==> config.mk <==
export PLATFORM = sky130hd
export DESIGN_NAME = keypad_matrix_scanner
export DESIGN_NICKNAME = d
export VERILOG_FILES = /design/src/rtl/keypad_matrix_scanner.sv
export SDC_FILE = /design/constraint.sdc
export NUM_CORES = 1
export LEC_CHECK = 0
export BUFFER_PORTS_ARGS = -buffer_cell sky130_fd_sc_hd__buf_2
export CAP_MARGIN = 20
export CORE_ASPECT_RATIO = 1.4
export CORE_UTILIZATION = 30
export DETAILED_ROUTE_END_ITERATION = 8
export SKIP_LAST_GASP = 1
export SLEW_MARGIN = 25
export SYNTH_ARGS = -nofsm -noshare
export SYNTH_HDL_FRONTEND = slang
export SYNTH_SLANG_ARGS = --single-unit
==> constraint.sdc <==
create_clock -name clk -period 30.8 [get_ports clk]
set_clock_uncertainty 0.1 [all_clocks]
set_input_delay 3.08 -clock clk [delete_from_list [all_inputs] [get_ports clk]]
set_output_delay 3.08 -clock clk [all_outputs]
set_load 0.02 [all_outputs]
==> src/rtl/keypad_matrix_scanner.sv <==
// 4x4 membrane keypad scanner: row drive, column sampling, debounce and key decode.
// Emits one key_valid pulse per debounced press, with no auto-repeat.
module keypad_matrix_scanner #(
  parameter int unsigned SCAN_DIV       = 50000,
  parameter int unsigned DEBOUNCE_SCANS = 5
) (
  input  logic       clk,
  input  logic       rst,
  input  logic [3:0] matricial_col,
  output logic [3:0] matricial_lin,
  output logic [3:0] key_code,
  output logic       key_valid,
  output logic       key_held
);

  localparam int unsigned DivW = (SCAN_DIV > 1) ? $clog2(SCAN_DIV) : 1;
  localparam int unsigned CntW = $clog2(DEBOUNCE_SCANS + 1);
  localparam logic [DivW-1:0] DivLast = DivW'(SCAN_DIV - 1);
  localparam logic [CntW-1:0] CntLast = CntW'(DEBOUNCE_SCANS);

  typedef enum logic [1:0] {StIdle, StDebounce, StHeld} state_e;

  logic [3:0]      col_s1_q, col_s2_q;
  logic [DivW-1:0] div_q;
  logic [1:0]      row_q;
  logic [15:0]     snap_q;
  state_e          state_q;
  logic [CntW-1:0] cnt_q, rel_cnt_q;
  logic [3:0]      cand_q;
  logic [3:0]      key_code_q;
  logic            key_valid_q, key_held_q;

  logic        capture, scan_done;
  logic [15:0] snap_full;
  logic [4:0]  n_keys;
  logic [3:0]  hit_idx;
  logic [3:0]  scan_code;
  logic        is_none, is_single;

  function automatic logic [3:0] key_lut(input logic [3:0] idx);
    unique case (idx)
      4'd0:  key_lut = 4'h1;
      4'd1:  key_lut = 4'h2;
      4'd2:  key_lut = 4'h3;
      4'd3:  key_lut = 4'hA;
      4'd4:  key_lut = 4'h4;
      4'd5:  key_lut = 4'h5;
      4'd6:  key_lut = 4'h6;
      4'd7:  key_lut = 4'hB;
      4'd8:  key_lut = 4'h7;
      4'd9:  key_lut = 4'h8;
      4'd10: key_lut = 4'h9;
      4'd11: key_lut = 4'hC;
      4'd12: key_lut = 4'hE;
      4'd13: key_lut = 4'h0;
      4'd14: key_lut = 4'hF;
      default: key_lut = 4'hD;
    endcase
  endfunction

  assign capture   = (div_q == DivLast);
  assign scan_done = capture && (row_q == 2'd3);

  // Merge the row being captured this cycle so row 3 is classified with the rest.
  always_comb begin
    snap_full = snap_q;
    if (capture) snap_full[{row_q, 2'b00} +: 4] = ~col_s2_q;
  end

  always_comb begin
    n_keys  = '0;
    hit_idx = '0;
    for (int i = 0; i < 16; i++) begin
      if (snap_full[i]) begin
        n_keys  = n_keys + 5'd1;
        hit_idx = 4'(i);
      end
    end
  end

  assign is_none   = (n_keys == 5'd0);
  assign is_single = (n_keys == 5'd1);
  assign scan_code = key_lut(hit_idx);

  always_ff @(posedge clk) begin
    if (rst) begin
      col_s1_q <= 4'hF;
      col_s2_q <= 4'hF;
      div_q    <= '0;
      row_q    <= '0;
      snap_q   <= '0;
    end else begin
      col_s1_q <= matricial_col;
      col_s2_q <= col_s1_q;
      if (capture) begin
        div_q  <= '0;
        row_q  <= row_q + 2'd1;
        snap_q <= scan_done ? '0 : snap_full;
      end else begin
        div_q <= div_q + DivW'(1);
      end
    end
  end

  always_ff @(posedge clk) begin
    if (rst) begin
      state_q     <= StIdle;
      cnt_q       <= '0;
      rel_cnt_q   <= '0;
      cand_q      <= '0;
      key_code_q  <= '0;
      key_valid_q <= 1'b0;
      key_held_q  <= 1'b0;
    end else begin
      key_valid_q <= 1'b0;
      if (scan_done) begin
        unique case (state_q)
          StIdle: begin
            if (is_single) begin
              cand_q <= scan_code;
              cnt_q  <= CntW'(1);
              if (DEBOUNCE_SCANS == 1) begin
                key_code_q  <= scan_code;
                key_valid_q <= 1'b1;
                key_held_q  <= 1'b1;
                rel_cnt_q   <= '0;
                state_q     <= StHeld;
              end else begin
                state_q <= StDebounce;
              end
            end
          end
          StDebounce: begin
            if (is_single && scan_code == cand_q) begin
              cnt_q <= cnt_q + CntW'(1);
              if (cnt_q + CntW'(1) == CntLast) begin
                key_code_q  <= cand_q;
                key_valid_q <= 1'b1;
                key_held_q  <= 1'b1;
                rel_cnt_q   <= '0;
                state_q     <= StHeld;
              end
            end else begin
              cnt_q   <= '0;
              state_q <= StIdle;
            end
          end
          StHeld: begin
            if (is_none) begin
              if (rel_cnt_q + CntW'(1) == CntLast) begin
                rel_cnt_q  <= '0;
                cnt_q      <= '0;
                key_held_q <= 1'b0;
                state_q    <= StIdle;
              end else begin
                rel_cnt_q <= rel_cnt_q + CntW'(1);
              end
            end else begin
              rel_cnt_q <= '0;
            end
          end
          default: state_q <= StIdle;
        endcase
      end
    end
  end

  assign matricial_lin = ~(4'b0001 << row_q);
  assign key_code      = key_code_q;
  assign key_valid     = key_valid_q;
  assign key_held      = key_held_q;

endmodule

* Word level (Yosys, flattened, before mapping) *
Memories as Yosys holds them, arrays and structs flattened.
Cells that the tools add are included.

word-level totals
  register bits after elaboration = 60
  ROM bits = 64
  output and inout bits = 10
  logic and storage cells = 125
  memories kept = 1

memories
  memory           depth  bits a word  rd ports  clocked after Yosys merged registers in  wr ports  RTL line  source
  (no name shown)  16     4            1         0                                        0         41        unique case (idx)

cells by class
  $add $sub $neg = 20
  equal/unequal tests = 14
  shift-type cells = 3
  mux-type cells = 56
  bitwise operators = 5
  reductions and logical operators = 14

operator list
  cell                    count
  $add 5x1->5 const B     15
  $mux 5                  15
  $mux 4                  14
  $mux 16                 2
  $mux 3                  8
  $add 16x1->16 const B   1
  $bwmux 16               1
  $eq 16x16->1 const B    1
  $shift 4x6->16 const A  1
  $shiftx 4x6->16         1
  $mux 2                  5
  $ne 2x2->1 const B      5
  $reduce_and 5->1        2
  $pmux 3 s3              1
  $not 4->4               2
  $reduce_and 4->1        2
  $mux 1                  7
  $add 3x1->3 const B     2
  $eq 3x3->1 const B      2
  $neg 4->6               1
  $pmux 2 s3              1
  $pmux 3 s2              1
  $reduce_and 6->1        1
  $eq 5x1->1 const B      1
  16 further kinds        20

* Longest topological paths before layout *
Gate-level depths: netlist (run 1).

  depth in word-level cells = 39
  mapped depth = 56

* Worst setup path before layout (run 1) *
No wires, ideal clock.

  path kind = reg-to-reg
  from = reg div_q[4]
  to = reg cnt_q[0]
  setup time = 0.116 ns
  arrival time = 11.207 ns
  path slack = 19.377 ns
  stages on the path, launching flop included = 55
  cell sequence = dfxtp_1 -> or4_1 -> buf_6 -> or4_1 -> clkbuf_1 -> nor3_1 -> a21oi_1 -> ha_1 -> buf_1 -> xnor2_1 -> ha_1 -> and2_1 -> a21o_1 -> ha_1 -> mux2_2 -> ha_1 -> a22oi_1 -> o21ai_1 -> (+19 left out) -> nand2_1 -> o211ai_1 -> ha_1 -> o21a_1 -> ha_1 -> mux2_2 -> ha_1 -> mux2_2 -> ha_1 -> nand2_1 -> nand2_1 -> a31o_2 -> mux2i_2 -> nand2_2 -> or3_4 -> o21a_1 -> o311a_1 -> a31o_1

on the way
  word-level cells in the longest chain between the ends = 37
  elaborated cells between the ends (all ways) = 59
  classes of those cells = add/sub (15); eq/ne (5); mux (34); reduce/logical (4); memory (1)

RTL lines
  element                   RTL line  source
  start: declaration        24        logic [DivW-1:0] div_q;
  start signal: assignment  100       div_q <= div_q + DivW'(1);
  $eq 16x16->1 *            61        assign capture = (div_q == DivLast);
  $mux 16                   67        if (capture) snap_full[{row_q, 2'b00} +: 4] = ~col_s2_q;
  $mux 1                    74        if (snap_full[i]) begin
  $add 5x1->5               75        n_keys = n_keys + 5'd1;
  $mux 5                    74
  $add 5x1->5               75
  $mux 5                    74
  $add 5x1->5               75
  (+21 left out)            -
  $add 5x1->5               75
  $mux 5                    74
  $add 5x1->5               75
  $mux 5                    74
  $eq 5x1->1                82        assign is_single = (n_keys == 5'd1);
  $logic_and 1x1->1         134       if (is_single && scan_code == cand_q) begin
  $mux 3                    134
  $pmux 3 s3                117       unique case (state_q)
  end signal: assignment    121       cnt_q <= CntW'(1);
  end signal: assignment    135       cnt_q <= cnt_q + CntW'(1);
  end: declaration          28        logic [CntW-1:0] cnt_q, rel_cnt_q;

Mark *: on every way between the ends. The rest lies on a longest branch, timed or not.
A chain may end at the register's enable or synchronous reset.

* Final worst setup path (run 1) *
Same ends and word-level chain as after synthesis.

==> results of run 1 <==
-- cell usage in the layout, fill, tap and decap left out, types with 21 or more instances in the layout --
cell type / netlist / layout
dfxtp_1: 60 / 60
nand3_1: 23 / 23
a21oi_1: 44 / 44
o21ai_0: 26 / 26
nor2_1: 69 / 69
inv_1: 26 / 26
ha_1: 31 / 31
nand2_1: 56 / 56
xnor2_1: 33 / 32
nor3_1: 21 / 21
-- cells by family after synthesis --
| group | Yosys count |
|---|---|
| compound gates | 141 |
| flops | 60 |
| xor+xnor | 61 |
| simple gates | 270 |
| mux | 31 |
| buf+inv | 54 |
| fa+ha+maj | 31 |
-- registers in the layout, indices dropped and copies added, names as in the netlist --
name / count
row_q: 2
key_valid: 1
key_code: 4
key_held: 1
cnt_q: 3
div_q: 16
col_s1_q: 4
col_s2_q: 4
snap_q: 16
cand_q: 4
state_q: 2
rel_cnt_q: 3
-- power breakdown --
part	switching [mW]	internal, mW	leakage [nW]
combinational	0.00187	0.00101	1.48
clock	0.0346	0.0753	0.160
sequential	0.00119	0.0785	0.486
total	0.0376	0.155	2.13
-- routing by layer --
| layer | GRT usage, % | share of wire (%) |
|---|---|---|
| met5 | 0 | 0 |
| met4 | 8.27 | 3.6 |
| met3 | 1.49 | 1.6 |
| met2 | 25.7 | 50 |
| met1 | 16.7 | 45 |
-- per-stage QoR --
| step | hold slack [ps] | std cells | utilization [%] | instance area [um2] | total power [mW] |
|---|---|---|---|---|---|
| 2_1_floorplan | 289 | 648 | - | 5220 | 0.0831 |
| 3_3_place_gp | 290 | 870 | 32.5 | 5480 | 0.0843 |
| 3_5_place_dp | 294 | 870 | 32.5 | 5480 | 0.0843 |
| 4_1_cts | 306 | 886 | 34.4 | 5810 | 0.195 |
| 5_1_grt | 313 | 886 | 34.4 | 5820 | 0.198 |
| 6_report | 304 | 886 | 34.4 | 5820 | 0.192 |
-- Yosys cell counts, types with 4 or more instances --
library cell,count
nor2b_1,5
clkbuf_1,19
nor2_1,69
nand2b_1,7
o211ai_1,5
o21ai_1,6
xor2_1,15
nand3b_1,5
nor4_1,6
a31oi_1,4
o21ai_0,26
xnor2_1,33
inv_1,26
nand4_1,13
or2_2,10
ha_1,31
mux2_2,12
nand2_1,56
or3_1,9
dfxtp_1,60
and3_1,12
nand3_1,23
a22oi_1,10
mux2i_1,18
and2_1,5
nor3_1,21
a21oi_1,44
-- path summary, 6_finish.rpt --
path	to	startpoint	depth (start not counted)	slack, ps
min	col_s2_q[2]	col_s1_q[2]	1	300
max	cnt_q[0]	div_q[4]	51	18320
min reg2reg	col_s2_q[2]	col_s1_q[2]	1	300
max reg2reg	cnt_q[0]	div_q[4]	51	18320
-- cell type report --
| class | instances | area, um2 | area share [%] |
|---|---|---|---|
| Inverter | 27 | 101 | 1.74 |
| Clock buffer | 13 | 260 | 4.47 |
| Multi-Input combinational cell | 534 | 3800 | 65.4 |
| Sequential cell | 60 | 1200 | 20.6 |
| Tap cell | 232 | 290 | 4.99 |
| Timing Repair Buffer | 17 | 90.1 | 1.55 |
| Clock inverter | 3 | 68.8 | 1.18 |
==> impl_metrics.toml, run 1 <==
[global_route]
antenna_found_initial = 0
grt_pass1_wl_um = 20700
grt-ovfl-total = 0
grt_usage_pct = 14.4
grt_max_degree = 35
grt_pass1_vias = 4389

[run_status]
outcome = "finished clean"

[drt]
drt_pre_antenna_iters = 4
drc = 0
avgViaCountPerCell = 5.09
antenna_left = 0
routed_wl_um = 12200
drt_iter0_markers = 184
wl_per_cell_um = 13.7
route.vias.total = 4509

[timing]
tightest_slew_ps = 885
worst_slack_ps = 18320
hold_viol = 0
timing.final.crit_period_ps = 12480
finalCritPeriodShare_pct = 40.5
drv_slew = 0
setup-tns-final_ps = 0
maxSlewHeadroom_pct = 40.4
setup_viol = 0
fmax_ghz = 0.0801
rsz0062_at_grt = "false"

[synthesis]
async_flop_share_pct = 0
synthCells = 648
synth_seq_area_share_pct = 23.0
synth_top_area_share_pct = 23.0
yosysTopAreaCell = "dfxtp_1"
synth_top_flop_cell = "dfxtp_1"
synthSimpleGateAreaFrac_pct = 27.5
synth_compound_area_share_pct = 18.1
ys_seq_elements = 60
synth_top_family_by_area = "simple AND/OR/NAND/NOR gates"
avgSynthCellArea_um2 = 8.06
synthAdderAreaFrac_pct = 7.43
synth_edf_count = 0
synth_area_leaders = "dfxtp_1, ha_1, xnor2_1, nor2_1, a21oi_1"
syn_area_um2 = 5220
synth_mux_area_share_pct = 6.30
ys_types = 89
yosys_warnings = 0
synthXorXnorAreaFrac_pct = 13.3
syn-num-nets = 685

[setup_path]
cp-end-kind = "flop"
crit_top_cell = "ha_1"
path_delay_family = "adder cells"
critical-path-max-stage-delay_ps = 860
worstPathRequired_ps = 30920
crit_buf_inv = 2
slowest_stage = "or4_1"
path_class = "flop to flop"
cp_max_fo = 15
start_kind = "flop"
arrival_ps = 12600

[place]
place_ws_ps = 18080
place.gp.congestion = 0.803
dp_hpwl_um = 9500
portBuffers = 15

[floorplanning]
core-area_um2 = 16900
pin_count = 16
start_util_pct = 30.9
die_x_um = 114
die_y_um = 158
dieArea_um2 = 18000
row_count = 56

[flow_run]
drv_cap = 0

[hold_path]
hold_class = "flop to flop"

[cts]
root_buffer = "clkbuf_16"
cts_tree = "yes"
ctsHoldBuffers = 0
clock_sink_count = 60
cts_buffers = 9
cts_buffer_depth = 2
cts_setup_buffers = 0
clk_latency_ps = 330
cts_max_level = 3
clk_pin_slew_ps = 50
cts_resized = 0

[cells_and_area]
nNetsFinal = 686
drive_above_1_share_pct = 13.9
fill_cells = 1814
diodes = 0
syn2layout_area_growth_pct = 11.4

[power]
peakVddDrop_mv = 0.0566
leakage_nw = 2.13
power_density_nw_per_um2 = 33.1
(Power assumes the default switching activity.)
==> inputs of run 2 (changes only) <==
==> constraint.sdc (replaced) <==
create_clock -name clk -period 12.8 [get_ports clk]
set_clock_uncertainty 0.1 [all_clocks]
set_input_delay 1.28 -clock clk [delete_from_list [all_inputs] [get_ports clk]]
set_output_delay 1.28 -clock clk [all_outputs]
set_load 0.02 [all_outputs]
==> run 2 against run 1 <==
  * Cell count rose by 0.11%
  * Non-clock buffer count rose by 1
  * Power rose by 120%
  * Setup slack got worse by 18000 ps
  * Clock power rose by 100%
  * Flip-flop and latch count did not move
==> impl_metrics.toml, run 2 (synthesis results as in run 1) <==
[run_status]
outcome = "finished clean"

[cells_and_area]
multi_input_comb_area_um2 = 3860
diodes = 0
syn2layout_area_growth_pct = 11.5
top_regs = "div_q (16), snap_q (16)"
seqCellArea_um2 = 1200
final_util_pct = 34.5
drive_above_1_share_pct = 15.6
fill_cells = 1816
nNetsFinal = 687
layout_commonest_cell = "nor2_1"
final_cell_mix = "nor2_1, dfxtp_1, nand2_1"
fin_cells = 887

[hold_path]
hold_class = "flop to flop"
hold_start = "col_s1_q[3]"

[timing]
hold_viol = 0
setup_viol = 0
worst_slack_ps = 773
drv_slew = 0
setup-tns-final_ps = 0
fmax_ghz = 0.0831
finalCritPeriodShare_pct = 94.0
maxSlewHeadroom_pct = 34.4
whs_ps = 305
timing.final.crit_period_ps = 12030
tightest_slew_ps = 970

[setup_path]
regToRegStartpoint = "div_q[6]"
cp_max_fo = 13
crit_top_cell = "ha_1"
arrival_ps = 12150
path_class = "flop to flop"
cp-end-kind = "flop"
start_kind = "flop"
critical-path-max-stage-delay_ps = 690
worstPathRequired_ps = 12920
slowest_stage = "or4bb_1"
crit_path_start = "div_q[6]"

[power]
power_density_nw_per_um2 = 72.3
peakVddDrop_mv = 0.0973
leakage_nw = 2.12

[place]
placed_cells = 871
place_ws_ps = 382
dp_hpwl_um = 9570
place.gp.congestion = 0.839
portBuffers = 15

[global_route]
antenna_found_initial = 0
grt_pass1_wl_um = 20900
grt-ovfl-total = 0
grt_usage_pct = 14.4
grt_max_degree = 35
grt_pass1_vias = 4349

[floorplanning]
dieArea_um2 = 18000
core-area_um2 = 16900
start_util_pct = 30.9
die_y_um = 158
die_x_um = 114
pin_count = 16
row_count = 56

[drt]
avgViaCountPerCell = 5.13
antenna_left = 0
routed_wl_um = 12600
drt_iter0_markers = 235
wl_per_cell_um = 14.2
drt_pre_antenna_iters = 5
drc = 0
route.vias.total = 4551

[cts]
cts_max_level = 3
cts_tree = "yes"
cts_setup_buffers = 0
clk_latency_ps = 330
root_buffer = "clkbuf_16"
cts_buffer_depth = 2
clk_pin_slew_ps = 50
clock_sink_count = 60
cts_buffers = 9

[flow_run]
drv_cap = 0
-- run 2: critical path, delay by kind of cell, from the launching register on --
family,cells,cell delay [ps]
buffers and inverters,2,130
flip-flops,1,370
AO/OA/AOI/OAI,14,2860
adder cells (fa/ha/maj),14,4200
multiplexers,4,1130
AND/OR/NAND/NOR,13,2610
XOR/XNOR,3,540
-- run 2: layout make-up --
class                           instances  area share, %
Clock buffer                            9           3.87
Clock inverter                          7          0.902
Inverter                               27           1.74
Multi-Input combinational cell        534           66.2
Sequential cell                        60           20.6
Tap cell                              232           4.98
Timing Repair Buffer                   18           1.68
-- run 2: path summary, 6_finish.rpt --
check	endpoint	depth (start not counted)	slack (ps)
max reg2reg	cnt_q[0]	50	770
min	col_s2_q[3]	1	310
min reg2reg	col_s2_q[3]	1	310
max	cnt_q[0]	50	770
-- run 2: report_power, final --
part	total [mW]	switching (mW)	internal, mW
clock network	0.223	0.0910	0.132
logic	0.00703	0.00462	0.00242
registers	0.192	0.00286	0.189
total	0.421	0.0985	0.323
-- run 2: routing by layer --
layer / up-vias / global-route usage (%) / part of all wire [%]
met4: 0 / 5.70 / 2.1
li1: 2337 / - / -
met1: 2131 / 17.1 / 45
met3: 15 / 1.34 / 1.6
met2: 68 / 26.4 / 52
met5: - / 0 / 0
-- run 2: timing repair --
item                       CTS  global route
setup endpoints to repair    0            17
hold buffers                 0             0
resized for setup            0            10
-- run 2: through the flow --
step	area (um2)	power (mW)
detailed placement	5490	0.203
global route	5820	0.436
CTS	5770	0.427
global placement	5490	0.203
floorplan	5220	0.200
finish	5820	0.421
==> inputs of run 3 (changes only) <==
--- a/config.mk
+++ b/config.mk
@@ -5,12 +5,12 @@
 export SDC_FILE = /design/constraint.sdc
 export NUM_CORES = 1
 export LEC_CHECK = 0
+export ABC_AREA = 1
 export BUFFER_PORTS_ARGS = -buffer_cell sky130_fd_sc_hd__buf_2
 export CAP_MARGIN = 20
 export CORE_ASPECT_RATIO = 1.4
 export CORE_UTILIZATION = 30
 export DETAILED_ROUTE_END_ITERATION = 8
-export SKIP_LAST_GASP = 1
 export SLEW_MARGIN = 25
 export SYNTH_ARGS = -nofsm -noshare
 export SYNTH_HDL_FRONTEND = slang
==> run 3 against run 2 <==
  * Routed wire length is 16% lower
  * Largest cell class unchanged
  * Critical endpoint is now cand_q[3]
  * Maximum frequency is 9.3% higher
  * Core utilization is 0.24 points lower
  * Power is 0.14% higher
  * Combinational power is 10% higher
==> impl_metrics.toml, run 3 <==
[run_status]
outcome = "finished clean"

[power]
peakVddDrop_mv = 0.104
report.power.total_uw = 422
power_density_nw_per_um2 = 73.2
leakage_nw = 2.95

[timing]
worst_slack_ps = 1800
drv_slew = 0
hold_viol = 0
tightest_slew_ps = 759
maxSlewHeadroom_pct = 48.9
finalCritPeriodShare_pct = 85.9
timing.final.crit_period_ps = 11000
rsz0062_at_grt = "false"
setup_viol = 0
setup-tns-final_ps = 0
fmax_ghz = 0.0909

[cells_and_area]
nNetsFinal = 879
diodes = 0
drive_above_1_share_pct = 19.0
syn2layout_area_growth_pct = 11.4
layout_commonest_cell = "nand2_1"
final_cell_mix = "nand2_1, inv_1, nor2_1"
final_area_um2 = 5760
top_regs = "div_q (16), snap_q (16)"

[synthesis]
ys_seq_elements = 60
yosysTopAreaCell = "dfxtp_1"
synth_edf_count = 0
synth_area_leaders = "dfxtp_1, nand2_1, inv_1, ha_1, nor2_1"
async_flop_share_pct = 0
synth_seq_area_share_pct = 23.2
synthCells = 822
synth_top_area_share_pct = 23.2
synth_top_flop_cell = "dfxtp_1"
yosys_warnings = 0
syn-num-nets = 859
yosysMostFrequentCell = "nand2_1"
synth_common_cells = "nand2_1, inv_1, nor2_1"
avgSynthCellArea_um2 = 6.29
syn_area_um2 = 5170
ys_types = 45

[place]
portBuffers = 15
dp_hpwl_um = 8570
place.gp.congestion = 0.808
place_area_um2 = 5480
place_ws_ps = 1770

[drt]
drt_pre_antenna_iters = 4
antenna_left = 0
drt_iter0_markers = 146
drc = 0
route.vias.total = 4735
routed_wl_um = 10600
avgViaCountPerCell = 4.51
wl_per_cell_um = 10.1

[global_route]
grt-ovfl-total = 0
antenna_found_initial = 0
grt_pass1_vias = 4549
grt_max_degree = 27
grt_usage_pct = 13.0
grt_pass1_wl_um = 19100

[cts]
cts_tree = "yes"
cts_buffers = 9
root_buffer = "clkbuf_16"
clk_pin_slew_ps = 50
cts_resized = 0
clock_sink_count = 60
cts_max_level = 3
cts_setup_buffers = 0
cts_buffer_depth = 2
ctsHoldBuffers = 0
clk_latency_ps = 330

[floorplanning]
row_count = 56
die_y_um = 157
pin_count = 16
die_x_um = 113
dieArea_um2 = 17800
core-area_um2 = 16800
start_util_pct = 30.8

[setup_path]
arrival_ps = 11100
start_kind = "flop"
worstPathRequired_ps = 12900
cp_max_fo = 9
cp-end-kind = "flop"
crit_top_cell = "ha_1"
path_class = "flop to flop"
critical-path-max-stage-delay_ps = 490
slowest_stage = "dfxtp_1"

[flow_run]
drv_cap = 0

[hold_path]
hold_class = "flop to flop"
run 3: changes by cell type after synthesis, sizes merged, moves of 10 or more:
cell and delta:
a21oi -12, a22oi -11, and3 -12, clkbuf -12, inv +118, mux2 -12
mux2i -19, nand2 +205, nand3 +55, nor2 +25, or3 -10, xnor2 -36
xor2 -12
run 3: kinds of logic (layout without fill, tap and decap cells):
kind of cell             count (synthesis)  in the layout  share of synthesized area [%]
buffers and inverters                  153            177                           11.4
AO/OA/AOI/OAI                           74             74                           8.15
flip-flops                              60             60                           23.2
AND/OR/NAND/NOR                        495            495                           48.2
XOR/XNOR                                 9              9                           1.52
adder cells (fa/ha/maj)                 31             31                           7.50
run 3: layer usage:
layer,vias to the layer above,GRT usage (%),wire length [um]
met5,-,0,0
met4,0,4.20,113
met3,7,2.04,236
met2,42,25.8,5570
met1,2072,13.8,4690
li1,2614,-,-
run 3: final timing paths:
path,cells after the start,slack (ps),from,to
setup reg to reg,65,1800,row_q[0],cand_q[3]
setup / recovery,65,1800,row_q[0],cand_q[3]
hold / removal,1,310,col_s1_q[3],col_s2_q[3]
hold reg to reg,1,310,col_s1_q[3],col_s2_q[3]
run 3: final cells by class:
cell class	instances	area (um2)
clock buffer	11	253
clock inverter	4	25.0
fill	1850	11100
inverter	146	563
multi-input combinational	609	3380
sequential	60	1200
tap	203	254
timing repair buffer	16	82.6
run 3: power breakdown:
part / leakage, nW / switching [mW] / internal (mW)
registers: 0.486 / 0.000914 / 0.189
clock network: 0.133 / 0.0848 / 0.139
logic: 2.33 / 0.00511 / 0.00262
run 3: critical path, delay by kind of cell (launching register included):
family / cells / cell delay [ps]
simple gates: 31 / 4390
compound gates: 7 / 1030
fa+ha+maj: 15 / 4130
buf+inv: 12 / 740
flops: 1 / 490
run 3: through the flow:
step | instances | utilization [%] | hold slack [ps]
6_report | 1049 | 34.2 | 306
5_1_grt | 1049 | 34.2 | 312
4_1_cts | 1049 | 34.2 | 306
3_5_place_dp | 1034 | 32.6 | 294
3_3_place_gp | 1034 | 32.6 | 293
2_1_floorplan | 822 | - | 289
